$ cat src/rtl/bank_arbiter_if.sv
// bank_arbiter_if: request/grant bus, bank pins and tagged read return of
// the bank arbiter bundled into one interface.
//   slave  : arbiter view (takes requests and bank_data_out, drives gnt,
//            the bank pins and the read return)
//   master : requester/bank view (the reverse directions)
interface bank_arbiter_if #(
    parameter int unsigned NUM_REQ = 4,
    parameter int unsigned ID_W    = 2,
    parameter int unsigned ADDR_W  = 8,
    parameter int unsigned DATA_W  = 8
);
    logic [NUM_REQ-1:0]        req;
    logic [NUM_REQ-1:0]        req_we;
    logic [NUM_REQ*ADDR_W-1:0] req_addr;
    logic [NUM_REQ*DATA_W-1:0] req_wdata;
    logic [NUM_REQ-1:0]        req_lock;
    logic [NUM_REQ-1:0]        gnt;
    logic [ADDR_W-1:0]         bank_addr;
    logic [DATA_W-1:0]         bank_data_in;
    logic                      bank_read_enable;
    logic                      bank_write_enable;
    logic [DATA_W-1:0]         bank_data_out;
    logic                      rvalid;
    logic [ID_W-1:0]           rid;
    logic [DATA_W-1:0]         rdata;

    modport slave (
        input  req, req_we, req_addr, req_wdata, req_lock, bank_data_out,
        output gnt, bank_addr, bank_data_in, bank_read_enable,
               bank_write_enable, rvalid, rid, rdata
    );

    modport master (
        output req, req_we, req_addr, req_wdata, req_lock, bank_data_out,
        input  gnt, bank_addr, bank_data_in, bank_read_enable,
               bank_write_enable, rvalid, rid, rdata
    );
endinterface

$ cat src/rtl/bank_arbiter.sv
// bank_arbiter: round-robin arbiter sharing one single-port memory bank
// (1-cycle registered read latency) between NUM_REQ requesters.
//   clk   : clock
//   reset : asynchronous active-low reset
//   bus   : bank_arbiter_if.slave -- req/req_we/req_addr/req_wdata/req_lock
//           in, combinational one-hot gnt out, bank pins out, bank_data_out
//           in, read return rvalid/rid/rdata out (rvalid one cycle after the
//           read grant, aligned with the bank's registered data_out).
// Optional feature: define BANK_ARB_LOCK_EN to let a requester holding
// req_lock keep the grant for up to MAX_LOCK consecutive cycles.
module bank_arbiter #(
    parameter int unsigned NUM_REQ  = 4,
    parameter int unsigned ID_W     = 2,
    parameter int unsigned ADDR_W   = 8,
    parameter int unsigned DATA_W   = 8
`ifdef BANK_ARB_LOCK_EN
    ,
    parameter int unsigned MAX_LOCK = 4
`endif
) (
    input  logic          clk,
    input  logic          reset,
    bank_arbiter_if.slave bus
);

    logic [ID_W-1:0]   rr_ptr;
    logic              rd_pend;
    logic [ID_W-1:0]   rd_id;
    logic              win_vld;
    logic [ID_W-1:0]   win_id;
    logic [ID_W-1:0]   ptr_nxt;
    logic              hold;

    logic [ADDR_W-1:0] addr_a [NUM_REQ];
    logic [DATA_W-1:0] wdata_a [NUM_REQ];

    // Unpack the per-requester address/data slices
    for (genvar g = 0; g < NUM_REQ; g++) begin : g_unpack
        assign addr_a[g]  = bus.req_addr[g*ADDR_W +: ADDR_W];
        assign wdata_a[g] = bus.req_wdata[g*DATA_W +: DATA_W];
    end

    // Winner search: first set req at or after rr_ptr, wrapping; none in reset
    always_comb begin
        int unsigned     idx;
        logic [ID_W-1:0] cand;
        win_vld = 1'b0;
        win_id  = '0;
        idx     = 0;
        cand    = '0;
        for (int unsigned i = 0; i < NUM_REQ; i++) begin
            idx = 32'(rr_ptr) + i;
            if (idx >= NUM_REQ) begin
                idx = idx - NUM_REQ;
            end
            cand = ID_W'(idx);
            if (!win_vld && bus.req[cand]) begin
                win_vld = 1'b1;
                win_id  = cand;
            end
        end
        if (!reset) begin
            win_vld = 1'b0;
        end
    end

    // Grant and bank drive from the winner's slice; all zero when idle
    always_comb begin
        bus.gnt               = '0;
        bus.bank_addr         = '0;
        bus.bank_data_in      = '0;
        bus.bank_write_enable = 1'b0;
        bus.bank_read_enable  = 1'b0;
        if (win_vld) begin
            bus.gnt[win_id]       = 1'b1;
            bus.bank_addr         = addr_a[win_id];
            bus.bank_data_in      = wdata_a[win_id];
            bus.bank_write_enable = bus.req_we[win_id];
            bus.bank_read_enable  = ~bus.req_we[win_id];
        end
    end

    assign ptr_nxt = (win_id == ID_W'(NUM_REQ - 1)) ? '0 : win_id + ID_W'(1);

`ifdef BANK_ARB_LOCK_EN
    localparam int unsigned LOCK_W = $clog2(MAX_LOCK + 1);

    logic [LOCK_W-1:0] lock_cnt;
    logic [ID_W-1:0]   lock_own;
    logic [LOCK_W-1:0] cur_cnt;

    // A new winner starts its lock run from zero
    always_comb begin
        cur_cnt = (win_id == lock_own) ? lock_cnt : '0;
        hold    = win_vld && bus.req_lock[win_id] &&
                  (cur_cnt < LOCK_W'(MAX_LOCK - 1));
    end

    // Lock run length and owner
    always_ff @(posedge clk or negedge reset) begin
        if (!reset) begin
            lock_cnt <= '0;
            lock_own <= '0;
        end else if (hold) begin
            lock_cnt <= cur_cnt + LOCK_W'(1);
            lock_own <= win_id;
        end else begin
            lock_cnt <= '0;
        end
    end
`else
    logic unused_lock;
    assign unused_lock = ^bus.req_lock;
    assign hold        = 1'b0;
`endif

    // Round-robin pointer and read-return tracking
    always_ff @(posedge clk or negedge reset) begin
        if (!reset) begin
            rr_ptr  <= '0;
            rd_pend <= 1'b0;
            rd_id   <= '0;
        end else begin
            if (win_vld) begin
                rr_ptr <= hold ? win_id : ptr_nxt;
            end
            rd_pend <= win_vld & ~bus.req_we[win_id];
            if (win_vld && !bus.req_we[win_id]) begin
                rd_id <= win_id;
            end
        end
    end

    assign bus.rvalid = rd_pend;
    assign bus.rid    = rd_id;
    assign bus.rdata  = rd_pend ? bus.bank_data_out : '0;

endmodule
$ cat src/flat_wrapper.sv
// flat-port wrapper written by rule: the top's interface ports become plain ports
module bank_arbiter_flat 
#(
    parameter int unsigned NUM_REQ  = 4,
    parameter int unsigned ID_W     = 2,
    parameter int unsigned ADDR_W   = 8,
    parameter int unsigned DATA_W   = 8

)
  (clk, reset, bus_req, bus_req_we, bus_req_addr, bus_req_wdata, bus_req_lock, bus_bank_data_out, bus_gnt, bus_bank_addr, bus_bank_data_in, bus_bank_read_enable, bus_bank_write_enable, bus_rvalid, bus_rid, bus_rdata);
  bank_arbiter_if #(.NUM_REQ(NUM_REQ), .ID_W(ID_W), .ADDR_W(ADDR_W), .DATA_W(DATA_W)) bus_i ();
  input  logic clk;
  input  logic reset;
  input wire logic [$bits(bus_i.req)-1:0] bus_req;
  input wire logic [$bits(bus_i.req_we)-1:0] bus_req_we;
  input wire logic [$bits(bus_i.req_addr)-1:0] bus_req_addr;
  input wire logic [$bits(bus_i.req_wdata)-1:0] bus_req_wdata;
  input wire logic [$bits(bus_i.req_lock)-1:0] bus_req_lock;
  input wire logic [$bits(bus_i.bank_data_out)-1:0] bus_bank_data_out;
  output wire logic [$bits(bus_i.gnt)-1:0] bus_gnt;
  output wire logic [$bits(bus_i.bank_addr)-1:0] bus_bank_addr;
  output wire logic [$bits(bus_i.bank_data_in)-1:0] bus_bank_data_in;
  output wire logic [$bits(bus_i.bank_read_enable)-1:0] bus_bank_read_enable;
  output wire logic [$bits(bus_i.bank_write_enable)-1:0] bus_bank_write_enable;
  output wire logic [$bits(bus_i.rvalid)-1:0] bus_rvalid;
  output wire logic [$bits(bus_i.rid)-1:0] bus_rid;
  output wire logic [$bits(bus_i.rdata)-1:0] bus_rdata;
  assign bus_i.req = bus_req;
  assign bus_i.req_we = bus_req_we;
  assign bus_i.req_addr = bus_req_addr;
  assign bus_i.req_wdata = bus_req_wdata;
  assign bus_i.req_lock = bus_req_lock;
  assign bus_i.bank_data_out = bus_bank_data_out;
  assign bus_gnt = bus_i.gnt;
  assign bus_bank_addr = bus_i.bank_addr;
  assign bus_bank_data_in = bus_i.bank_data_in;
  assign bus_bank_read_enable = bus_i.bank_read_enable;
  assign bus_bank_write_enable = bus_i.bank_write_enable;
  assign bus_rvalid = bus_i.rvalid;
  assign bus_rid = bus_i.rid;
  assign bus_rdata = bus_i.rdata;
  bank_arbiter #(.NUM_REQ(NUM_REQ), .ID_W(ID_W), .ADDR_W(ADDR_W), .DATA_W(DATA_W)) u_core (.clk(clk), .reset(reset), .bus(bus_i));
endmodule
$ cat config.mk
export PLATFORM = sky130hd
export DESIGN_NAME = bank_arbiter_flat
export DESIGN_NICKNAME = d
export VERILOG_FILES = /design/src/rtl/bank_arbiter_if.sv /design/src/rtl/bank_arbiter.sv /design/src/flat_wrapper.sv
export SDC_FILE = /design/constraint.sdc
export NUM_CORES = 1
export LEC_CHECK = 0
export CORE_ASPECT_RATIO = 1.4
export CORE_MARGIN = 2
export CORE_UTILIZATION = 24
export DETAILED_ROUTE_END_ITERATION = 10
export PLACE_DENSITY_LB_ADDON = 0.05
export SYNTH_ARGS = -nofsm -noshare
export SYNTH_HDL_FRONTEND = slang
export SYNTH_SLANG_ARGS = --single-unit
$ cat constraint.sdc
create_clock -name clk -period 3.65 [get_ports clk]
set_clock_uncertainty 0.15 [all_clocks]
set_input_delay 1.095 -clock clk [delete_from_list [all_inputs] [get_ports clk]]
set_output_delay 1.095 -clock clk [all_outputs]
set_load 0.02 [all_outputs]
# Yosys cells after proc, flatten, opt, wreduce, memory -nomap -nowiden
# Cells that the tools add are included.
# totals
ff_bits	5
in_bits	86
out_inout_bits	33
elab_cells	73
# op_classes
addsub	8
magnitude_cmp	11
eq_ne	1
mux	38
bitwise	3
n_reduce_logical	9
# op_table
op	count
two-way mux 8 bit	7
binary-select mux 8 bit (select 2 bit)	2
two-way mux 2 bit	9
less-than comparator 2 x 3 -> 1 bit (second input constant)	5
two-way mux 1 bit	13
greater-or-equal comparator 3 bit (second input constant)	4
binary-select mux 1 bit (select 2 bit)	5
subtractor 2 x 1 -> 2 bit (second input constant)	4
adder 2 x 2 -> 3 bit (second input constant)	2
logical AND 1 bit	5
logical NOT 1 bit	4
two-way mux 4 bit	1
adder 2 x 1 -> 3 bit (second input constant)	1
greater-or-equal comparator 2 x 3 -> 1 bit (second input constant)	1
NOT 2 -> 3 bit	1
adder 2 x 1 -> 2 bit (second input constant)	1
demux 1 bit (select 2 bit)	1
== test 2 bit (second input constant)	1
greater-or-equal comparator 2 x 1 -> 1 bit (second input constant)	1
bitwise AND 1 bit	1
NOT 1 bit	1

# Logic depth before layout (Yosys ltp)
# Gate-level depths: netlist of run 1.
# depth
depth_word	19
depth_mapped	7
depth_no_buf	5

# Worst setup path before layout of run 1
# OpenSTA, ideal clock, no wires.
# synth_timing
path_kind	input -> output
start	input port bus_req[2]
end	output port bus_bank_data_in[0]
arrival_ps	2550
required_ps	2405
setup_slack_ps	-145
cell_stages	6
path_buffers	1
path_cell_list	nor2b_1 -> a221oi_1 -> nor2_1 -> buf_2 -> mux4_2 -> and2_1
# synth_via
elab_chain_cells	17
word_cells_on_any_way	28
classes_between	21 x mux; 1 x bitwise; 6 x reduce/logical
# synth_lines
item	line	rtl
from (decl)	flat_wrapper.sv:14	input wire logic [$bits(bus_i.req)-1:0] bus_req;
binary-select mux 1 bit (select 2 bit)	bank_arbiter.sv:57	if (!win_vld && bus.req[cand]) begin
two-way mux 1 bit (implied by the code)	bank_arbiter.sv:57	
two-way mux 1 bit	bank_arbiter.sv:57	
logical NOT 1 bit	bank_arbiter.sv:57	
logical AND 1 bit	bank_arbiter.sv:57	
two-way mux 1 bit	bank_arbiter.sv:57	
logical NOT 1 bit	bank_arbiter.sv:57	
logical AND 1 bit	bank_arbiter.sv:57	
two-way mux 1 bit	bank_arbiter.sv:57	
logical NOT 1 bit	bank_arbiter.sv:57	
logical AND 1 bit	bank_arbiter.sv:57	
two-way mux 2 bit	bank_arbiter.sv:57	
NOT 2 -> 3 bit (implied by the code)	bank_arbiter.sv:77	bus.bank_data_in = wdata_a[win_id];
binary-select mux 8 bit (select 2 bit)	bank_arbiter.sv:77	
two-way mux 8 bit (implied by the code) (2 in series)	bank_arbiter.sv:77	
two-way mux 8 bit (*)	bank_arbiter.sv:74	if (win_vld) begin
to (decl)	flat_wrapper.sv:22	output wire logic [$bits(bus_i.bank_data_in)-1:0] bus_bank_data_in;
# Every way passes the cells marked *; elsewhere a longest branch is shown, timed or not. The select of a mux whose other input is x is not followed.

# Worst setup path in the final report of run 1
# layout_timing
start	input port bus_req[0]
end	output port bus_bank_data_in[5]
# Same word-level chain as after synthesis.

==> flow_metrics.env, run 1 <==
export IMPL_outcome="finished with violations"
export IMPL_violations="negative setup slack"
export IMPL_dieArea_sq_um=4530
export IMPL_timing_critical_path_buf_inv=4
export IMPL_n_antenna_cell=0
export IMPL_synth_top_cell_by_area="mux4_2"
export IMPL_synth_cell_types=31
export IMPL_routed_wl_mm=5.04
export IMPL_cp_common_cell="buf_6"
export IMPL_min_to="u_core.bus.rid[1]"
export IMPL_power_density_nw_per_um2=471
export IMPL_drcViolationCount=0
export IMPL_yosysMostFrequentCell="and2_1"
export IMPL_antenna_found_initial=0
export IMPL_end_kind="output port"
export IMPL_drt_pass1_iterations=4
export IMPL_synthCells=91
export IMPL_rows=27
export IMPL_ir_worst_vdd_mv=0.486
export IMPL_setup_viol=21
export IMPL_worstMarginPinSlew_ns=0.294
export IMPL_arrival_ns=2.77
export IMPL_port_buffers=114
export IMPL_synth_top_area_share=0.211
export IMPL_dp_hpwl_mm=3.48
export IMPL_r2r_end="u_core.bus.rvalid"
export IMPL_timing_final_crit_share=1.10
export IMPL_ant_nets=0
export IMPL_grt_max_degree=18
export IMPL_max_clock_path_buffers=2
export IMPL_cts_root_buf="clkbuf_8"
export IMPL_avgSynthCellArea_sq_um=10.5
export IMPL_wire_per_inst_um=17.0
export IMPL_crit_slowest_cell="mux4_2"
export IMPL_die_w_um=57.4
export IMPL_clkLatencyLatePin_ns=0.22
export IMPL_cellLeakagePower_nw=1.20
export IMPL_clock_sinks=5
export IMPL_fmax_ghz=0.249
export IMPL_cts_tree="built"
export IMPL_syn_to_final_growth_pct=190
export IMPL_core_sq_um=3880
export IMPL_worst_ep_required_time_ns=2.40
export IMPL_synth_area_leaders="mux4_2 21%, mux4_1 19%, and2_1 16%"
export IMPL_min_period_ns=4.02
export IMPL_synth_edf_count=0
export IMPL_finalWeightedCongestion=0.758
export IMPL_stdcell_area_sq_um=2780
export IMPL_slew_violations=0
export IMPL_hold_viol_final=0
export IMPL_final_cells=297
export IMPL_cp_cell_sequence="buf_8 -> a21bo_2 -> a221o_2 -> buf_4 -> buf_6 -> mux4_2 -> and2_4 -> buf_6"
export IMPL_drive_gt1_frac=0.504
export IMPL_grt_pass1_vias=1506
export IMPL_initial_utilization=0.247
export IMPL_htreeDepth=1
export IMPL_drtIter0Drc=29
export IMPL_rsz0062_at_grt="true"
export IMPL_dpl_cell_area_sq_um=2300
export IMPL_grt_overflow=0
export IMPL_syn_cell_area_sq_um=960
export IMPL_hold_path_depth=1
export IMPL_reg2reg_from="u_core.rr_ptr[1]"
export IMPL_hp_class="register to register"
export IMPL_fin_nets=341
export IMPL_reg2reg_depth=19
export IMPL_min_from="u_core.bus.rid[1]"
export IMPL_fin_ws_ns=-0.368
export IMPL_dp_cells=263
export IMPL_ys_top_cells_by_count="24 x and2_1, 9 x mux4_2, 9 x nand2_1"
export IMPL_setup_tns_ns=-6.45
export IMPL_path_clk_slew_ns=0.03
export IMPL_async_flop_share=1.00
export IMPL_numCtsBuffers=3
export IMPL_track_usage=0.222
export IMPL_synth_seq_cells=5
export IMPL_syn_nets=177
export IMPL_worstSetupPathType="input pin to output port"
export IMPL_ys_warn_count=0
export IMPL_synth_ff_type="dfrtp_1"
export IMPL_die_height_um=78.8
export IMPL_critPathTopFamily="compound AO/OA/AOI/OAI gates"
export IMPL_relSlewSlack=0.804
export IMPL_ys_seq_area_frac=0.130
export IMPL_worst_setup_path_start_kind="input pin"
export IMPL_hold_buffers=0
export IMPL_vias_per_cell=4.69
export IMPL_cap_violations=0
export IMPL_r2r_slack_ns=0.24
export IMPL_grt_pass1_wl_mm=7.85
export IMPL_io_pins=119
export IMPL_dpl_worst_slack_ns=-1.25
export IMPL_path_max_fanout=5
export IMPL_cp_slowest_stage_delay_ns=0.41
export IMPL_vias=1393
-- registers in the layout, summed over array words and instances (netlist names) --
signal / count
u_core.rr_ptr: 2
u_core.bus.rid: 2
u_core.bus.rvalid: 1
-- where the power goes --
| group | total [W] | internal (W) | switching, W |
|---|---|---|---|
| Sequential | 0.000112 | 0.0000790 | 0.0000328 |
| Combinational | 0.00110 | 0.000685 | 0.000413 |
| Clock | 0.000102 | 0.0000750 | 0.0000271 |
-- layout by cell type (no fill, tap or decap), types with 2 or more instances in the layout --
cell / n
buf_2: 2
buf_6: 34
clkbuf_8: 3
buf_4: 30
a221o_2: 2
buf_12: 4
buf_16: 2
inv_1: 3
dfrtp_1: 5
and2_1: 9
buf_8: 2
clkdlybuf4s50_1: 88
o21ai_0: 2
mux4_2: 16
nor2_2: 3
mux2i_4: 2
nand2_2: 2
nand2_1: 7
and2_4: 15
-- worst max path at each step --
| stage | startpoint | to | slack, ns | cells after the start |
|---|---|---|---|---|
| floorplan | bus_req[1] | bus_bank_addr[5] | -0.07 | 6 |
| global placement | bus_req[2] | bus_bank_data_in[0] | -1.20 | 7 |
| detailed placement | bus_req[0] | bus_bank_addr[7] | -1.25 | 7 |
| CTS | bus_req[0] | bus_bank_data_in[0] | -0.39 | 8 |
| global route | bus_req[0] | bus_bank_addr[7] | -0.40 | 8 |
| finish | bus_req[0] | bus_bank_data_in[5] | -0.37 | 8 |
-- per-stage QoR --
| stage | hold WS [ns] | util | total power (W) |
|---|---|---|---|
| after global placement | 0.340 | 0.592 | 0.000886 |
| final | 0.353 | 0.717 | 0.00131 |
| after CTS | 0.352 | 0.706 | 0.00128 |
| after detailed placement | 0.345 | 0.592 | 0.000897 |
| after global routing | 0.368 | 0.717 | 0.00138 |
| after floorplan | 0.351 | - | 0.000551 |
-- worst register-to-register path: cells and delay by family, from the launching register on --
family          cells  cell delay (ns)
compound gates      2             0.69
buf+inv            15             1.61
flops               1             0.50
mux                 2             0.34
-- layer usage --
layer	GRT usage	share of wire	vias up
li1	-	-	674
met1	0.247	0.36	655
met2	0.436	0.58	60
met3	0.0261	0.054	4
met4	0.0488	0.0083	0
met5	0	0	-
-- what timing repair did --
item                       CTS  global route
buffers inserted            23             5
resized for setup          184            14
pin swaps                   23             8
gates cloned                 3             0
setup endpoints to repair   22            22
-- cell families after synthesis --
family,after synthesis,share of synthesized area
compound gates,12,0.103
xor+xnor,1,0.00913
buf+inv,9,0.0613
flops,5,0.130
mux,20,0.446
simple gates,44,0.250
-- layout make-up --
cell class | instances | area (sq um)
timing repair buffer | 163 | 1670
fill | 300 | 1100
multi-input combinational | 77 | 870
sequential | 5 | 125
tap | 43 | 53.8
clock buffer | 4 | 45.0
inverter | 5 | 21.3
Note: power is estimated with default switching activity, not from simulation.
==> inputs of run 2 (changes only) <==
Clock period 3.65 ns to 3.3 ns, I/O delays scaled along.
==> run 2 against run 1 <==
Against the previous run:
- via count down 1.7%
- worst hold slack improved by 0.0075 ns
- die area stayed put
- the flow still finishes with violations (negative setup slack)
- largest cell class unchanged
- critical path type unchanged
- non-clock buffer count down 21
==> flow_metrics.env, run 2 (synthesis gave the netlist of run 1 again) <==
export IMPL_hold_buffers=0
export IMPL_cts_tree="built"
export IMPL_slew_violations=0
export IMPL_grt_max_degree=18
export IMPL_reg2reg_from="u_core.rr_ptr[1]"
export IMPL_fin_total_pwr_w=0.00128
export IMPL_stdcell_area_sq_um=2580
export IMPL_clkLatencyLatePin_ns=0.22
export IMPL_fmax_ghz=0.270
export IMPL_port_buffers=114
export IMPL_drt_pass1_iterations=4
export IMPL_htreeDepth=1
export IMPL_fin_nets=320
export IMPL_timing_final_crit_share=1.12
export IMPL_cts_root_buf="clkbuf_8"
export IMPL_relSlewSlack=0.801
export IMPL_hold_viol_final=0
export IMPL_final_common_cell="clkdlybuf4s50_1"
export IMPL_cap_violations=0
export IMPL_dpl_cell_area_sq_um=2310
export IMPL_regArea_sq_um=125
export IMPL_die_w_um=57.4
export IMPL_worstSetupPathType="input pin to output port"
export IMPL_io_pins=119
export IMPL_hp_class="register to register"
export IMPL_drtIter0Drc=10
export IMPL_arrival_ns=2.57
export IMPL_syn_to_final_growth_pct=168
export IMPL_reg2reg_depth=8
export IMPL_wire_per_inst_um=16.1
export IMPL_finalWeightedCongestion=0.757
export IMPL_ant_nets=0
export IMPL_path_clk_slew_ns=0.03
export IMPL_drive_gt1_frac=0.468
export IMPL_rsz0062_at_grt="true"
export IMPL_cellLeakagePower_nw=1.16
export IMPL_end_kind="output port"
export IMPL_worst_ep_required_time_ns=2.16
export IMPL_dp_hpwl_mm=3.51
export IMPL_min_from="u_core.bus.rid[1]"
export IMPL_final_cell_mix="79 x clkdlybuf4s50_1, 29 x buf_6, 21 x buf_4"
export IMPL_violations="negative setup slack"
export IMPL_track_usage=0.194
export IMPL_setup_viol=21
export IMPL_routed_wl_mm=4.45
export IMPL_drcViolationCount=0
export IMPL_numCtsBuffers=3
export IMPL_ir_worst_vdd_mv=0.648
export IMPL_power_density_nw_per_um2=495
export IMPL_fillers=336
export IMPL_grt_pass1_vias=1448
export IMPL_core_sq_um=3880
export IMPL_multi_input_area_sq_um=913
export IMPL_worstMarginPinSlew_ns=0.295
export IMPL_max_clock_path_buffers=2
export IMPL_dieArea_sq_um=4530
export IMPL_antenna_found_initial=0
export IMPL_dp_cells=263
export IMPL_vias_per_cell=4.96
export IMPL_setup_tns_ns=-7.19
export IMPL_initial_utilization=0.247
export IMPL_outcome="finished with violations"
export IMPL_startpoint="bus_req[1]"
export IMPL_die_height_um=78.8
export IMPL_worst_setup_path_start_kind="input pin"
export IMPL_rows=27
export IMPL_grt_overflow=0
export IMPL_hold_path_depth=1
export IMPL_n_antenna_cell=0
export IMPL_path_max_fanout=8
export IMPL_clock_sinks=5
export IMPL_final_cells=276
export IMPL_grt_pass1_wl_mm=7.02
export IMPL_dpl_worst_slack_ns=-1.31
export IMPL_min_period_ns=3.71
export IMPL_vias=1370
export IMPL_fin_ws_ns=-0.405
## run 2: cell count changes in the layout (fill, tap and decap cells not counted), sizes merged
cell           before  now
dlymetal6s2s        0    4
clkbuf              5    4
dlygate4sd2         0    6
buf                74   53
clkdlybuf4s50      88   79
## run 2: cell type report
class,instances,area share
clock buffer,4,0.0175
inverter,5,0.00826
multi-input combinational,77,0.355
sequential,5,0.0486
tap,43,0.0209
timing repair buffer,142,0.550
## run 2: power by group
group	switching [W]	total [W]	internal (W)
clock network	0.0000276	0.000110	0.0000827
logic	0.000415	0.00104	0.000624
registers	0.0000387	0.000126	0.0000873
## run 2: worst paths after layout
path | slack, ns | to
worst max-delay path | -0.41 | bus_bank_data_in[5]
worst min-delay path | 0.36 | u_core.bus.rid[1]
worst max register to register | 0.78 | u_core.bus.rid[0]
worst min register to register | 0.36 | u_core.bus.rid[1]
max in group asynchronous | 2.27 | u_core.bus.rid[0]
min in group asynchronous | 0.61 | u_core.bus.rvalid
## run 2: critical path: stages
cell	delay, ns
buf_8	0.08
a21bo_4	0.21
a221o_1	0.40
buf_6	0.19
mux4_2	0.43
and2_4	0.15
buf_6	0.12
## run 2: stage by stage
step,hold slack [ns],util
floorplan,0.351,-
global placement,0.345,0.595
detailed placement,0.352,0.595
CTS,0.365,0.643
global route,0.376,0.663
finish,0.361,0.663
## run 2: per-layer routing
metal  GRT usage  up-vias  wire, um
li1            -      629         -
met1       0.220      648      1490
met2       0.378       89      2500
met3      0.0440        4       427
met4     0.00930        0        30
met5           0        -         0
## run 2: repair_timing
item | in CTS | in global routing
gates resized for setup | 175 | 22
endpoints found under the setup margin | 27 | 25
pin swaps | 20 | 14
setup buffers | 7 | 1
gates cloned | 1 | 0
==> inputs of run 3 (changes only) <==
Settings changed: CORE_MARGIN 2 to default.
Clock period 3.3 ns to 3.16 ns, I/O delays scaled along.
==> run 3 against run 2 <==
Against the previous run:
- the run still ends with negative setup slack left
- wire length up 2.0%
- count of clock-buffer cells in the layout unchanged
- critical path depth unchanged
- non-clock buffer count up 3
- cell count up 1.4%
- sequential power about the same
- sequential share of layout area down 0.097 points
- critical path type unchanged
- first-iteration DRC count up 140%
- combinational power up 9%
==> flow_metrics.env, run 3 (synthesis gave the netlist of run 1 again) <==
export IMPL_outcome="finished with violations"
export IMPL_violations="negative setup slack"
export IMPL_r2r_end="u_core.bus.rid[0]"
export IMPL_clkLatencyLatePin_ns=0.22
export IMPL_cts_root_buf="clkbuf_8"
export IMPL_io_pins=119
export IMPL_dpl_worst_slack_ns=-1.60
export IMPL_syn_to_final_growth_pct=174
export IMPL_ir_worst_vdd_mv=0.348
export IMPL_grt_pass1_vias=1474
export IMPL_hold_buffers=0
export IMPL_worstMarginPinSlew_ns=0.344
export IMPL_rows=26
export IMPL_routed_wl_mm=4.54
export IMPL_die_height_um=76.8
export IMPL_reg2reg_from="u_core.rr_ptr[1]"
export IMPL_grt_overflow=0
export IMPL_vias=1344
export IMPL_min_from="u_core.bus.rid[0]"
export IMPL_cellLeakagePower_nw=1.14
export IMPL_path_clk_slew_ns=0.04
export IMPL_htreeDepth=1
export IMPL_n_antenna_cell=0
export IMPL_fin_total_pwr_w=0.00137
export IMPL_clock_sinks=5
export IMPL_port_buffers=114
export IMPL_finalWeightedCongestion=0.775
export IMPL_max_clock_path_buffers=2
export IMPL_worstSetupPathType="input pin to output port"
export IMPL_setup_tns_ns=-8.74
export IMPL_ant_nets=0
export IMPL_rsz0062_at_grt="true"
export IMPL_min_to="u_core.bus.rid[0]"
export IMPL_hp_class="register to register"
export IMPL_wire_per_inst_um=16.2
export IMPL_cts_tree="built"
export IMPL_drive_gt1_frac=0.492
export IMPL_initial_utilization=0.257
export IMPL_antenna_found_initial=0
export IMPL_die_w_um=55.4
export IMPL_dp_hpwl_mm=3.45
export IMPL_vias_per_cell=4.80
export IMPL_path_max_fanout=6
export IMPL_timing_final_crit_share=1.15
export IMPL_worst_setup_path_start_kind="input pin"
export IMPL_utilization=0.703
export IMPL_relSlewSlack=0.768
export IMPL_power_density_nw_per_um2=520
export IMPL_fin_nets=325
export IMPL_slew_violations=0
export IMPL_drtIter0Drc=24
export IMPL_grt_max_degree=13
export IMPL_core_sq_um=3740
export IMPL_final_cell_mix="80 x clkdlybuf4s50_1, 27 x buf_6, 22 x buf_4"
export IMPL_drcViolationCount=0
export IMPL_hold_viol_final=0
export IMPL_grt_pass1_wl_mm=7.42
export IMPL_reg2reg_depth=9
export IMPL_drt_pass1_iterations=4
export IMPL_min_period_ns=3.65
export IMPL_r2r_slack_ns=0.55
export IMPL_stdcell_area_sq_um=2630
export IMPL_setup_viol=22
export IMPL_dieArea_sq_um=4260
export IMPL_final_common_cell="clkdlybuf4s50_1"
export IMPL_dpl_cell_area_sq_um=2320
export IMPL_fin_ws_ns=-0.487
export IMPL_end_kind="output port"
export IMPL_arrival_ns=2.55
export IMPL_worst_ep_required_time_ns=2.06
export IMPL_fmax_ghz=0.274
export IMPL_hold_path_depth=1
export IMPL_cap_violations=0
export IMPL_track_usage=0.220
export IMPL_numCtsBuffers=3
==> run 3: cell type report <==
cell class              instances  area (sq um)
repair buffers                145          1460
clock buffers                   4          45.0
well taps                      42          52.6
fillers                       298          1110
multi-input cells              79           925
flip-flops and latches          5           125
inverters                       5          21.3
==> run 3: critical path, cell delays in order <==
cell       delay (ns)
buf_8            0.07
a21bo_2          0.21
a221o_2          0.42
clkbuf_16        0.20
mux4_2           0.42
and2_4           0.15
buf_6            0.12
==> run 3: per-layer routing <==
| metal | wire (um) | up-vias | GRT usage |
|---|---|---|---|
| li1 | - | 642 | - |
| met2 | 2590 | 58 | 0.429 |
| met5 | 0 | - | 0 |
| met3 | 175 | 6 | 0.0219 |
| met4 | 62 | 0 | 0.0600 |
| met1 | 1710 | 638 | 0.247 |
==> run 3: stage by stage <==
stage | instances | hold slack, ns
final | 280 | 0.351
after global routing | 280 | 0.380
after CTS | 277 | 0.360
after detailed placement | 261 | 0.350
after global placement | 261 | 0.340
after floorplan | 91 | 0.351
==> run 3: worst max path at each step <==
stage | start | end | slack (ns) | cells past startpoint
after detailed placement | bus_req[1] | bus_bank_addr[0] | -1.60 | 8
after global placement | bus_req[2] | bus_bank_addr[2] | -1.49 | 7
final | bus_req[1] | bus_bank_addr[5] | -0.49 | 7
after CTS | bus_req[1] | bus_bank_addr[0] | -0.51 | 7
after floorplan | bus_req[1] | bus_bank_addr[5] | -0.26 | 6
after global routing | bus_req[1] | bus_bank_addr[5] | -0.52 | 7
==> run 3: where the power goes <==
part | leakage (nW) | switching (W) | internal [W]
clock | 0.0228 | 0.0000301 | 0.0000865
combinational | 1.05 | 0.000457 | 0.000669
sequential | 0.0615 | 0.0000328 | 0.0000913
total | 1.14 | 0.000520 | 0.000847
==> run 3: what timing repair did <==
item / 4_1_cts / 5_1_grt
resized for setup: 196 / 7
setup buffers: 9 / 3
setup endpoints to repair: 31 / 22
pin swaps: 27 / 7
gates cloned: 3 / 0
